File: src/rtl/alu_mult_sequencer.sv
// alu_mult_sequencer: unsigned shift-add multiplier that time-shares
// the external 4-op ALU, issuing one add per multiplier bit.
// Ports:
//   clk, rst_n        clock, async active-low reset
//   start, op_a, op_b request and unsigned operands (captured on accept)
//   busy, done        busy in RUN/DONE, done is a one-cycle pulse
//   product           last completed 2*WIDTH-bit product
//   alu_src_a/b       ALU operands, WIDTH+1 bits so the carry survives
//   alu_control       ALU op select, always add
//   alu_out, alu_zero ALU result and zero flag (zero flag unused)
module alu_mult_sequencer #(
   parameter int WIDTH = 8
) (
   input  logic               clk,
   input  logic               rst_n,
   input  logic               start,
   input  logic [WIDTH-1:0]   op_a,
   input  logic [WIDTH-1:0]   op_b,
   output logic               busy,
   output logic               done,
   output logic [2*WIDTH-1:0] product,
   output logic [WIDTH:0]     alu_src_a,
   output logic [WIDTH:0]     alu_src_b,
   output logic [1:0]         alu_control,
   input  logic [WIDTH:0]     alu_out,
   input  logic               alu_zero
);

   localparam int CW = $clog2(WIDTH + 1);

   typedef enum logic [1:0] {
      IDLE = 2'd0,
      RUN  = 2'd1,
      DONE = 2'd2
   } state_t;

   state_t state, state_nxt;

   logic [WIDTH-1:0] m_q;
   logic [WIDTH-1:0] hi_q;
   logic [WIDTH-1:0] lo_q;
   logic [CW-1:0]    cnt_q;
   logic             last;
   logic             zero_op;
   logic             unused_alu_zero;

   assign last            = (cnt_q == CW'(WIDTH - 1));
   assign zero_op         = (op_a == '0) || (op_b == '0);
   assign unused_alu_zero = alu_zero;

   // ALU is driven purely from registers, so it only ever adds
   // the accumulator and (conditionally) the multiplicand.
   assign alu_src_a   = {1'b0, hi_q};
   assign alu_src_b   = lo_q[0] ? {1'b0, m_q} : '0;
   assign alu_control = 2'b00;

   always_ff @(posedge clk or negedge rst_n) begin
      if (!rst_n) begin
         state <= IDLE;
      end else begin
         state <= state_nxt;
      end
   end

   always_comb begin
      state_nxt = state;
      busy      = 1'b0;
      done      = 1'b0;
      unique case (state)
         IDLE: begin
            if (start) begin
               state_nxt = zero_op ? DONE : RUN;
            end
         end
         RUN: begin
            busy = 1'b1;
            if (last) begin
               state_nxt = DONE;
            end
         end
         DONE: begin
            busy      = 1'b1;
            done      = 1'b1;
            state_nxt = IDLE;
         end
         default: begin
            state_nxt = IDLE;
         end
      endcase
   end

   // Each RUN edge shifts {carry, sum, lo} right by one: the sum's
   // LSB drops into lo as a finished product bit while the next
   // multiplier bit moves into lo[0].
   always_ff @(posedge clk or negedge rst_n) begin
      if (!rst_n) begin
         m_q     <= '0;
         hi_q    <= '0;
         lo_q    <= '0;
         cnt_q   <= '0;
         product <= '0;
      end else begin
         unique case (state)
            IDLE: begin
               if (start) begin
                  m_q   <= op_a;
                  hi_q  <= '0;
                  lo_q  <= op_b;
                  cnt_q <= '0;
                  if (zero_op) begin
                     product <= '0;
                  end
               end
            end
            RUN: begin
               hi_q  <= alu_out[WIDTH:1];
               lo_q  <= {alu_out[0], lo_q[WIDTH-1:1]};
               cnt_q <= cnt_q + CW'(1);
               if (last) begin
                  product <= {alu_out[WIDTH:1], alu_out[0],
                              lo_q[WIDTH-1:1]};
               end
            end
            default: begin
            end
         endcase
      end
   end

endmodule

File: config.mk
export PLATFORM = sky130hd
export DESIGN_NAME = alu_mult_sequencer
export DESIGN_NICKNAME = d
export VERILOG_FILES = /design/src/rtl/alu_mult_sequencer.sv
export SDC_FILE = /design/constraint.sdc
export NUM_CORES = 1
export LEC_CHECK = 0
export ABC_CLOCK_PERIOD_IN_PS = 1600
export BUFFER_PORTS_ARGS = -buffer_cell sky130_fd_sc_hd__buf_2
export CAP_MARGIN = 20
export CORE_MARGIN = 2
export CORE_UTILIZATION = 48
export DETAILED_ROUTE_END_ITERATION = 12
export GPL_TIMING_DRIVEN = 1
export HOLD_SLACK_MARGIN = 0.05
export PLACE_DENSITY_LB_ADDON = 0.25
export RECOVER_POWER = 25
export SYNTH_ARGS = -nofsm -noshare
export SYNTH_HDL_FRONTEND = slang
export SYNTH_SLANG_ARGS = --single-unit
File: constraint.sdc
create_clock -name clk -period 1.6 [get_ports clk]
set_clock_uncertainty 0.05 [all_clocks]
set_input_delay 0.32 -clock clk [delete_from_list [all_inputs] [get_ports clk]]
set_output_delay 0.32 -clock clk [all_outputs]
set_load 0.02 [all_outputs]
### After elaboration in Yosys (flattened, before gate mapping)

Cells that the tools add are included.

* bits in registers: 46
* input bits: 29
* output and inout bits: 38
* logic and storage cells: 40

* add/subtract/negate cells: 1
* eq/ne operators: 6
* mux-type cells: 17
* reductions and logical operators: 10

Operator list (number)
* $mux 16: 3
* $pmux 16 s2: 1
* $pmux 8 s2: 2
* $mux 8: 3
* $logic_not 8->1: 2
* $pmux 4 s2: 1
* $mux 2: 3
* $ne 2x2->1 const B: 3
* $reduce_and 2->1: 3
* $add 4x1->4 const B: 1
* $eq 4x3->1 const B: 1
* $mux 4: 1
* $pmux 2 s2: 1
* $reduce_and 4->1: 1
* $eq 2x1->1 const B: 1
* $eq 2x2->1 const B: 1
* $logic_not 2->1: 1
* $mux 1: 2
* $reduce_bool 2->1: 1
* $reduce_or 2->1: 1
* $logic_or 1x1->1: 1

### Logic depth before layout (Yosys ltp)

* depth in word-level cells: 5
* mapped depth: 8
* depth with buffers taken out: 6

### Worst setup path after synthesis

No wires, ideal clock.

* kind: register to register
* start point: reg state[0]
* end point: reg product[0]
* library setup time: 0.126 ns
* arrival: 1.562 ns
* data required time: 1.424 ns
* setup slack: -0.138 ns
* cell stages (with the launch flop): 9
* buffers on the path: 2
* clock period less this slack: 1.738 ns
* cell sequence: dfrtp_1 > inv_1 > ha_1 > buf_4 > nor2b_1 > a21oi_4 > o31ai_4 > buf_6 > a221o_1

* longest elaborated chain between the ends: 3
* elaborated cells between the ends (all ways): 8
* those cells by class: 4 x eq/ne; 1 x mux; 3 x reduce/logical

Ends and longest elaborated chain
* start: declaration: line 37 `state_t state, state_nxt;`
* start signal: assignment: line 61 `state <= state_nxt;`
* $eq 2x1->1 / $logic_not 2->1 (equally long branches): line 103 `unique case (state)`
* $ne 2x2->1 (no source line) / $reduce_bool 2->1 (equally long branches)
* $reduce_and 4->1 (no source line)
* end signal: assignment: line 120 `product <= {alu_out[WIDTH:1], alu_out[0],`
* end: declaration: line 21 `output logic [2*WIDTH-1:0] product,`

Parallel ways exist; a longest one is shown, timed or not.
A chain may end at the register's enable or synchronous reset.

### Worst setup path after layout

* start point: reg state[0]
* end point: reg product[14]

Same word-level chain as after synthesis.

==> flow_summary_export.csv <==
group,metric,value,unit
timing,setup_slack,-0.176,ns
worst_setup_path,r2r_start,"state[0]",
cts,cts_buffers,5,
placement,place_area,3220,sq um
timing,drv_slew,0,
worst_setup_path,r2r-end,"product[14]",
worst_setup_path,path_class,"flop to flop",
drt,vias,2350,
layout,nets,378,
yosys,synth_area,2680,sq um
layout,n_fill_cell,441,
worst_setup_path,reg2reg_setup_slack,-0.18,ns
timing,finalSetupViolations,21,
cts,clock_path_buffers,2,
layout,fin_area,3500,sq um
worst_setup_path,crit_family,"compound AO/OA/AOI/OAI gates",
worst_setup_path,cp_slowest_cell,"dfrtp_1",
layout,insertedDiodeCount,0,
cts,clk_pin_slew,0.10,ns
yosys,synth-edff-count,0,
layout,seq_area,1150,sq um
yosys,yosys.area_share.simple,0.151,
timing,finalCritPeriodShare,1.11,
global_routing,grt_max_degree,27,
yosys,synth_adder_area_share,0.0187,
yosys,yosys-mux-area-fraction,0.105,
yosys,synth_compound_area_frac,0.231,
global_routing,grt-ovfl-total,0,
timing,clock.fmax,563,MHz
global_routing,grt_pass1_vias,2290,
timing,period_needed,1.78,ns
yosys,ys_types,42,
die,die_area,6190,sq um
worst_setup_path,arrival,1.92,ns
layout,stdcell_count,418,
global_routing,grt_busiest_layer,"met2",
min_path,hp-start,"op_a[3]",
placement,gp_congestion,0.799,
cts,cts_root_buf,"clkbuf_8",
placement,placedCellCount,401,
min_path,holdPathEnd,"m_q[3]",
yosys,synthFlopType,"dfrtp_1",
outcome,status,"finished with violations",
cts,clkLatencyLatePin,0.31,ns
yosys,synth_cells,255,
drt,post_drt_wl_per_cell,15.8,microns
power,p_leak,1.58,nW
drt,final_antenna_net_count,0,
drt,routed_wl,6.60,mm
cts,htreeDepth,2,
cts,cts_sinks,46,
die,die_y,78.7,microns
die,start_util,0.492,
global_routing,grt.met1_usage,0.289,
power,p_per_area,1830,nW/um^2
layout,drive_above_1_share,0.465,
yosys,async_flop_share,1.00,
timing,hold_viol_final,0,
worst_setup_path,start_kind,"flop",
layout,synthToLayoutAreaGrowth,30.8,%
layout,final_cell_mix,"59 x buf_2, 46 x dfrtp_1, 31 x buf_4",
global_routing,grtUsageMet3,0.0356,
die,fp.dieW,78.7,microns
run,max-cap-violations,0,
global_routing,antenna_found_initial,0,
outcome,failed_checks,"setup timing",
worst_setup_path,r2r_cells,7,
timing,holdWs,0.214,ns
worst_setup_path,worstPathCellList,"inv_2, ha_4, buf_6, nor2b_4, a21oi_4, o31ai_4, a221o_2",
placement,port_buffers,61,
global_routing,grt_pass1_wl,10.9,mm
layout,final_common_cell,"buf_2",
yosys,synth-seq-area-share,0.430,
yosys,yosysWarnings,0,
layout,multi_input_area,1470,sq um
timing,rsz0062_at_grt,"true",
drt,drtIter0Drc,147,
drt,drt-vias-per-instance,5.62,
worst_setup_path,path_max_fanout,8,
placement,post-dp-hpwl,4.37,mm
cts,cts_tree,"done",
worst_setup_path,cp-end-kind,"flop",
yosys,yosys_register_bits,46,
worst_setup_path,cpPeakStageDelay,0.39,ns
worst_setup_path,critPathBufInv,2,
global_routing,grt_use_total,0.222,
worst_setup_path,required,1.75,ns
die,num_rows,27,
yosys,syn_avg_cell_area,10.5,sq um
drt,drt-pass1-iter-count,4,
min_path,holdCritPathClass,"input port to flop",
timing,relSlewSlack,0.648,
global_routing,use_met2,0.376,
min_path,whs_path_depth,2,
yosys,synth_top_family_by_area,"compound AO/OA/AOI/OAI gates",
die,core,5440,sq um
power,vdd_drop_max,0.000975,V
drt,drc,0,
die,io_pins,67,
timing,worst_pin_slew,0.527,ns
yosys,synth-xor-area-share,0.00327,
[state kept, by name (all words and copies together), names as in the netlist]
register  cells
cnt_q         4
hi_q          8
lo_q          8
m_q           8
product      16
state         2
[cell usage after synthesis (6+ instances only)]
library cell / n / area share
dfrtp_1: 46 / 0.43
a21oi_1: 26 / 0.049
nor2_1: 18 / 0.025
nor2b_1: 17 / 0.040
mux2_2: 16 / 0.067
o22ai_1: 16 / 0.037
a221o_1: 11 / 0.041
mux2i_1: 10 / 0.037
a22oi_1: 9 / 0.025
and2_1: 9 / 0.021
o21ai_1: 9 / 0.017
buf_2: 7 / 0.013
buf_4: 6 / 0.017
[worst max-delay path by stage]
stage / from / end / slack [ns] / depth (start not counted)
after CTS: state[0] / product[10] / -0.17 / 7
after detailed placement: state[1] / product[7] / -0.22 / 5
after global placement: state[1] / product[11] / -0.20 / 5
after global routing: state[0] / product[9] / -0.23 / 7
final: state[0] / product[14] / -0.18 / 7
after floorplan: state[1] / product[0] / -0.07 / 8
[final cells by class]
| cell class | count | share of cell area |
|---|---|---|
| Clock inverter | 2 | 0.00465 |
| Timing Repair Buffer | 102 | 0.193 |
| Sequential cell | 46 | 0.329 |
| Tap cell | 72 | 0.0257 |
| Clock buffer | 6 | 0.0236 |
| Multi-Input combinational cell | 187 | 0.420 |
| Inverter | 3 | 0.00429 |
[report_power, final]
group / internal [mW] / switching [mW]
registers: 1.60 / 0.372
clock network: 0.356 / 0.430
logic: 1.73 / 1.91
total: 3.69 / 2.71
[cells by family (layout without fill, tap and decap cells)]
family                     count (synthesis)  after routing
AOI/OAI and AO/OA                         86             87
and+or+nand+nor                           65             65
DFF                                       46             46
muxes                                     26             26
buffers and inverters                     26            113
adders and majority gates                  4              4
other                                      1              4
xor gates and xnor gates                   1              1
[metal layers]
metal	wire, microns	share of wire	vias up
li1	-	-	1127
met1	2830	0.43	1149
met2	3340	0.51	65
met3	342	0.052	9
met4	78	0.012	0
met5	0	0	-
[worst register-to-register path, cell delays in order, from the launching register on]
cell and delay (ns):
dfrtp_1 0.39, inv_2 0.06, ha_4 0.16, buf_6 0.11, nor2b_4 0.12, a21oi_4 0.21
o31ai_4 0.18, a221o_2 0.38
[through the flow]
stage	power [mW]	worst slack, ns	util	setup TNS, ns
2_1_floorplan	4.28	-0.0689	-	-0.727
3_3_place_gp	5.17	-0.203	0.593	-3.63
3_5_place_dp	5.25	-0.224	0.593	-4.28
4_1_cts	6.30	-0.172	0.636	-2.35
5_1_grt	6.84	-0.233	0.644	-4.48
6_report	6.40	-0.176	0.644	-2.49
[repair_timing]
action                                 in CTS  in global routing
pin swaps                                   9                  6
setup endpoints to repair                  35                 43
endpoints found under the hold margin      17                  0
cloned                                      1                  0
buffers inserted                            8                  1
hold buffers                                1                  0
gates resized for setup                    10                 17
No activity file was read; power rests on OpenSTA's default activity.
